`src/rtl/mult_pipe_unit.sv`:
```
// mult_pipe_unit: fully pipelined MUL/MULH/MULHSU/MULHU execution unit.
// Each stage retires K = 2*XLEN/NUM_STAGES multiplier bits. The ROB tag and
// function code travel with the data. The last stage registers the selected
// result word. The whole pipe stalls as one when the output is blocked.
module mult_pipe_unit #(
    parameter int XLEN       = 32,
    parameter int NUM_STAGES = 4,
    parameter int TAG_W      = 5
) (
    input  logic                              clock,
    input  logic                              reset_n,
    input  logic                              flush,
    input  logic                              in_valid,
    output logic                              in_ready,
    input  logic [XLEN-1:0]                   in_opa,
    input  logic [XLEN-1:0]                   in_opb,
    input  logic [1:0]                        in_func,
    input  logic [TAG_W-1:0]                  in_tag,
    output logic                              out_valid,
    input  logic                              out_ready,
    output logic [XLEN-1:0]                   out_value,
    output logic [TAG_W-1:0]                  out_tag,
    output logic [$clog2(NUM_STAGES+1)-1:0]   occupancy
);

    typedef enum logic [1:0] {
        FN_MUL    = 2'b00,
        FN_MULH   = 2'b01,
        FN_MULHSU = 2'b10,
        FN_MULHU  = 2'b11
    } func_e;

    localparam int W     = 2 * XLEN;
    localparam int K     = W / NUM_STAGES;
    localparam int OCC_W = $clog2(NUM_STAGES + 1);
    localparam logic [W-1:0] K_MASK = {W{1'b1}} >> (W - K);

    logic             advance;
    logic             accept;
    logic             deliver;
    logic [W-1:0]     ext_a;
    logic [W-1:0]     ext_b;
    logic [XLEN-1:0]  result_sel;

    // Stage inputs: stage 0 is fed by the issue port, stage g by register g-1.
    logic [W-1:0]     src_mcand  [NUM_STAGES];
    logic [W-1:0]     src_mplier [NUM_STAGES];
    logic [W-1:0]     src_prod   [NUM_STAGES];
    logic [W-1:0]     sum_prod   [NUM_STAGES];
    logic [1:0]       src_func   [NUM_STAGES];
    logic [TAG_W-1:0] src_tag    [NUM_STAGES];
    logic             src_valid  [NUM_STAGES];

    // Inter-stage registers; the last stage lives in out_valid/out_value/out_tag.
    logic [W-1:0]     stg_mcand  [NUM_STAGES];
    logic [W-1:0]     stg_mplier [NUM_STAGES];
    logic [W-1:0]     stg_prod   [NUM_STAGES];
    logic [1:0]       stg_func   [NUM_STAGES];
    logic [TAG_W-1:0] stg_tag    [NUM_STAGES];
    logic             stg_valid  [NUM_STAGES];

    assign advance  = ~(out_valid & ~out_ready);
    assign in_ready = advance & ~flush;
    assign accept   = in_valid & in_ready;
    assign deliver  = out_valid & out_ready;

    // Extend operands to 2*XLEN according to the signedness of each function.
    always_comb begin
        ext_a = {{XLEN{in_opa[XLEN-1]}}, in_opa};
        if (in_func == FN_MULHU) ext_a = {{XLEN{1'b0}}, in_opa};
        ext_b = {{XLEN{in_opb[XLEN-1]}}, in_opb};
        if (in_func == FN_MULHSU || in_func == FN_MULHU) ext_b = {{XLEN{1'b0}}, in_opb};
    end

    for (genvar g = 0; g < NUM_STAGES; g++) begin : g_stage
        if (g == 0) begin : g_head
            assign src_mcand[g]  = ext_a;
            assign src_mplier[g] = ext_b;
            assign src_prod[g]   = '0;
            assign src_func[g]   = in_func;
            assign src_tag[g]    = in_tag;
            assign src_valid[g]  = accept;
        end else begin : g_body
            assign src_mcand[g]  = stg_mcand[g-1];
            assign src_mplier[g] = stg_mplier[g-1];
            assign src_prod[g]   = stg_prod[g-1];
            assign src_func[g]   = stg_func[g-1];
            assign src_tag[g]    = stg_tag[g-1];
            assign src_valid[g]  = stg_valid[g-1];
        end
        // Low K multiplier bits times the (already shifted) multiplicand, mod 2^W.
        assign sum_prod[g] = src_prod[g] + ((src_mplier[g] & K_MASK) * src_mcand[g]);
    end

    // Pick the low word for MUL, the high word for every other function.
    always_comb begin
        result_sel = sum_prod[NUM_STAGES-1][W-1:XLEN];
        if (src_func[NUM_STAGES-1] == FN_MUL) result_sel = sum_prod[NUM_STAGES-1][XLEN-1:0];
    end

    // Pipeline advance, flush squash, output register and occupancy count.
    always_ff @(posedge clock or negedge reset_n) begin
        if (!reset_n) begin
            for (int unsigned i = 0; i < NUM_STAGES; i++) begin
                stg_valid[i]  <= 1'b0;
                stg_mcand[i]  <= '0;
                stg_mplier[i] <= '0;
                stg_prod[i]   <= '0;
                stg_func[i]   <= '0;
                stg_tag[i]    <= '0;
            end
            out_valid <= 1'b0;
            out_value <= '0;
            out_tag   <= '0;
            occupancy <= '0;
        end else if (flush) begin
            for (int unsigned i = 0; i < NUM_STAGES; i++) stg_valid[i] <= 1'b0;
            out_valid <= 1'b0;
            occupancy <= '0;
        end else begin
            if (advance) begin
                // Data only loads behind a valid bit, so bubbles leave stale data untouched.
                for (int unsigned i = 0; i < NUM_STAGES - 1; i++) begin
                    stg_valid[i] <= src_valid[i];
                    if (src_valid[i]) begin
                        stg_mcand[i]  <= src_mcand[i] << K;
                        stg_mplier[i] <= src_mplier[i] >> K;
                        stg_prod[i]   <= sum_prod[i];
                        stg_func[i]   <= src_func[i];
                        stg_tag[i]    <= src_tag[i];
                    end
                end
                out_valid <= src_valid[NUM_STAGES-1];
                if (src_valid[NUM_STAGES-1]) begin
                    out_value <= result_sel;
                    out_tag   <= src_tag[NUM_STAGES-1];
                end
            end
            occupancy <= occupancy + OCC_W'(accept) - OCC_W'(deliver);
        end
    end

endmodule
```
`config.mk`:
```
export PLATFORM = sky130hd
export DESIGN_NAME = mult_pipe_unit
export DESIGN_NICKNAME = d
export VERILOG_FILES = /design/src/rtl/mult_pipe_unit.sv
export SDC_FILE = /design/constraint.sdc
export NUM_CORES = 2
export LEC_CHECK = 0
export CAP_MARGIN = 40
export CORE_UTILIZATION = 60
export DETAILED_ROUTE_END_ITERATION = 10
export GPL_TIMING_DRIVEN = 0
export PLACE_DENSITY = 0.77
export SETUP_SLACK_MARGIN = 0.1
export SLEW_MARGIN = 20
export SYNTH_ARGS = -nofsm -noshare
export SYNTH_HDL_FRONTEND = slang
export SYNTH_SLANG_ARGS = --single-unit
export TNS_END_PERCENT = 1
```
`constraint.sdc`:
```
create_clock -name clock -period 26.9 [get_ports clock]
set_clock_uncertainty 0.05 [all_clocks]
set_input_delay 5.38 -clock clock [delete_from_list [all_inputs] [get_ports clock]]
set_output_delay 5.38 -clock clock [all_outputs]
set_load 0.1 [all_outputs]
```
---- After elaboration in Yosys (flattened, before gate mapping) ----
Cells that the tools add are included.
word-level totals
  register bits after elaboration ......... 449
  input bits .............................. 76
  logic and storage cells ................. 55
operators by class
  add/subtract/negate cells ............... 5
  $mul .................................... 4
  equality and inequality tests ........... 3
  muxes and demuxes ....................... 8
  bitwise operators ....................... 7
  reductions and logical operators ........ 6
operators with widths
  operator              number
  $add A64 B64 Y64      3
  $mux W64              2
  $mul A16 B64 Y64      1
  $mul A16 B48 Y48      1
  $mul A16 B32 Y32      1
  $mux W32              1
  $mul A16 B16 Y16      1
  $reduce_and A3 Y1     4
  $mux W3               3
  $and A1 B1 Y1         4
  $eq A2 B2 Y1 const B  2
  $add A3 B1 Y3         1
  $not A1 Y1            3
  $sub A3 B1 Y3         1
  $logic_not A2 Y1      1
  $mux W1               2
  $ne A2 B2 Y1 const B  1
  $logic_or A1 B1 Y1    1

---- Depth between registers and ports, before layout ----
  depth after elaboration ................. 8
  mapped depth ............................ 37
  depth with buffers taken out ............ 35

---- Worst setup path before layout ----
No wires, ideal clock.
  path kind ............................... input port to output port
  start point ............................. input out_ready
  end point ............................... output in_ready
  arrival ................................. 7.003 ns
  slack ................................... 14.467 ns
  cell stages on the path ................. 3
  path buffers ............................ 1
  cell sequence ........................... nor2b_1 > clkbuf_1 > nor2_1
on the way
  longest elaborated chain between the ends .. 4
RTL lines
  what                         line  text
  from (decl)                  20    input logic out_ready,
  $not A1 Y1                   62    assign advance = ~(out_valid & ~out_ready);
  $and A1 B1 Y1                62
  $not A1 Y1 (no source line)  n/a
  $and A1 B1 Y1                63    assign in_ready = advance & ~flush;
  to (decl)                    14    output logic in_ready,
No other way between the ends.

---- Worst setup path after layout ----
  start point ............................. input in_opa[31]
  end point ............................... register stg_prod, in the netlist src_prod[187]
on the way
  longest elaborated chain between the ends .. 2
RTL lines
  what                             line  text
  from (decl)                      15    input logic [XLEN-1:0] in_opa,
  $mux W64                         70    if (in_func == FN_MULHU) ext_a = {{XLEN{1'b0}}, in_opa};
  $mul A16 B64 Y64                 92    assign sum_prod[g] = src_prod[g] + ((src_mplier[g] & K_MASK) * src_mcand[g]);
  to (signal, indexed assignment)  128   stg_prod[i] <= sum_prod[i];
  to (decl)                        57    logic [W-1:0] stg_prod [NUM_STAGES];
No other way between the ends.
A chain may end at the register's enable or synchronous reset.

==> results.md <==
* Post-CTS sizing at 0
* Residual DRC at 0
* Share of cells above drive strength 1 at 0.0428
* Vias in the first global route at around 50k
* Final Critical Period at 13.70 ns
* Final setup violation count at 0
* CP Launch Type: primary input
* Die span in y at roughly 320 µm
* Reg2reg path depth at 33
* Synthesized net count at approximately 8.4k
* Mapped cell area at around 62000 µm²
* Synthesis warning total at 0
* Worst slew margin at 0.361
* Io pins at between 100 and 150
* Max Slew Vio Count at 0
* Initial antenna violation count at 11
* Status: finished, final reports clean
* Post-synthesis area per instance at just over 9 µm²
* Asr flop ratio synth at 1.00
* Register area at 8930 µm²
* Post-synth top area share at 0.407
* Largest net degree at the start of global routing at roughly 100
* Routed wire length per instance at 23.4 µm
* CTS sink cnt at roughly 360
* Die width at about 320 µm
* Placer Congestion at between 1 and 1.5
* Hpwl dp at about 160000 µm
* Fin nets at around 8.6k
* Synthesized flop and latch total at ~360
* Unrepaired setup endpoints after global routing: false
* Num CTS Buffers at approximately 40
* Top_reg_cell synth: dfrtp_1
* Yosys cell types at between 70 and 80
* EDFF count, synth at 0
* Critical Path RT at 27.33 ns
* Setup Fix Bufs, Post-CTS at 0
* Hold-fix buffers at CTS at 0
* Clk slew on worst S/H paths at roughly 0.060 ns
* Crit end category: flop
* Final hold viol count at 0
* Starting DRT DRC Count at approximately 4.3k
* Tot GR Track Use at 0.384
* Initial Util at 0.608
* CTS tree: done
* Fill cells at roughly 8.2k
* Syn Inst Count at between 6k and 7k
* Root buffer cell: clkbuf_16
* Die ar. at between 100000 and 150000 µm²
* Max FO, Critical Path at 10
* Via count at just under 50k
* H-tree lvl count at 2
* Number of vias per cell at 5.79
* Max cap viols at 0
* Synth-to-layout area growth at 8.54%
* Post-route ant nets at 0
* First-pass GRT wire length at 298000 µm
* HP Class: flop to flop
* Drt pass-1 iters at 5
* Gr ovfl total at 0
* Core Area at just over 100000 µm²
* Setup Crit Path Kind: primary input to flop
* Clock Tree Buf Depth at 3
* Crit path DAT at between 10 and 15 ns
* Area occupied by multi-input gates at ~47000 µm²
* Worst Tran Pin Value at about 0.96 ns
* Peak Freq at between 0.07 and 0.08 GHz
* Seq/Total Area, Yosys at 0.144
* Total Routed Length at ~200000 µm
* Top cells by area, synth: fa_1 (41%), dfrtp_1 (14%), inv_1 (7.9%)
* FP Rows at 117
* Clock Latency Late Sink at 0.60 ns
* Area leader, netlist: fa_1
* Final total negative setup slack at 0 ns
* Period Utilization, post-route at 0.509
* # port buffers at 94
* Hold Path Depth at 2
## worst max-delay path, stage by stage
cell	delay, ns
clkdlybuf4s50_1	0.92
a21boi_1	0.60
clkbuf_1	0.58
nand2_1	0.21
inv_1	0.18
fa_1	0.50
fa_1	0.68
inv_1	0.19
fa_1	0.50
fa_1	0.57
fa_1	0.44
fa_1	0.49
inv_1	0.04
ha_1	0.37
and3_1	0.26
nand2_1	0.07
nor4_1	0.33
o21ai_0	0.25
a31oi_1	0.44
a221oi_1	0.18
a21boi_0	0.58
buf_2	0.29
nor2_1	0.07
## synth_stat cells, types with 26 or more instances
master    count
a21o_1      132
a21oi_1     200
and2_1      383
clkbuf_1    298
dfrtp_1     357
fa_1       1263
ha_1        370
inv_1      1309
mux2_2      125
mux2i_1      26
nand2_1    1180
nand3_1      35
nor2_1      124
nor3_1       29
o21ai_0     239
o21bai_1     35
xnor2_1     170
xor2_1       83
## final timing paths
check,start,end,slack (ns)
setup / recovery,in_opa[31],src_prod[187],13.20
hold / removal,src_prod[129],src_prod[129],0.42
setup reg to reg,src_mplier[94],src_prod[63],16.27
hold reg to reg,src_prod[129],src_prod[129],0.42
max in group asynchronous,reset_n,src_mplier[141],20.62
min in group asynchronous,reset_n,out_value[4],4.75
## cell type report
| cell class | count | area share |
|---|---|---|
| clock inverter | 18 | 0.00352 |
| timing repair buffer | 173 | 0.0315 |
| multi-input combinational | 4706 | 0.700 |
| sequential | 357 | 0.132 |
| antenna | 6 | 0.000222 |
| inverter | 1310 | 0.0728 |
| tap | 1368 | 0.0254 |
| clock buffer | 57 | 0.0179 |
| buffer | 301 | 0.0168 |
## stage by stage
step | setup WS (ns) | cells | cell area (µm²) | hold WS (ns) | util
floorplan | 14.47 | 6674 | 62200 | 0.385 | -
global placement | 4.82 | 8136 | 64800 | 0.400 | 0.634
detailed placement | 12.82 | 8201 | 65900 | 0.414 | 0.644
CTS | 13.42 | 8276 | 67300 | 0.428 | 0.658
global route | 13.08 | 8290 | 67500 | 0.455 | 0.659
finish | 13.20 | 8296 | 67500 | 0.421 | 0.660
## sequential cells by signal, summed over array words and instances, names as in the netlist
| signal | cells |
|---|---|
| occupancy | 3 |
| out_tag | 5 |
| out_valid | 1 |
| out_value | 32 |
| src_func | 6 |
| src_mcand | 81 |
| src_mplier | 19 |
| src_prod | 192 |
| src_tag | 15 |
| src_valid | 3 |
## cells by family (layout without fill, tap and decap cells)
group                    Yosys count  count (layout)  synth area share
adder cells (fa/ha/maj)         1633            1633             0.481
other                              0               6                 0
flip-flops                       357             357             0.144
AND/OR/NAND/NOR                 1883            1883             0.136
AO/OA/AOI/OAI                    785             785            0.0790
multiplexers                     151             151            0.0268
buffers and inverters           1611            1859            0.0972
XOR/XNOR                         254             254            0.0360
## layer usage
layer  vias up  GRT usage  wire (µm)  part of all wire
li1      20700          -          -                 -
met1     24300      0.496      73800              0.38
met2      2380      0.605      89000              0.46
met3       632     0.0843      19000             0.098
met4         6      0.209      12300             0.063
met5         -          0         40           0.00021
## placed cells by master (no fill, tap or decap), drive strengths merged, types with 170 or more instances in the layout
cell	synthesis	final
ha	370	370
xnor2	170	170
inv	1309	1312
and2	383	383
fa	1263	1263
dfrtp	357	357
a21oi	200	200
clkbuf	298	357
nand2	1180	1180
o21ai	240	240
Power is not shown: default switching activity piles up to over one toggle a cycle in this logic, so the estimate is an artifact.
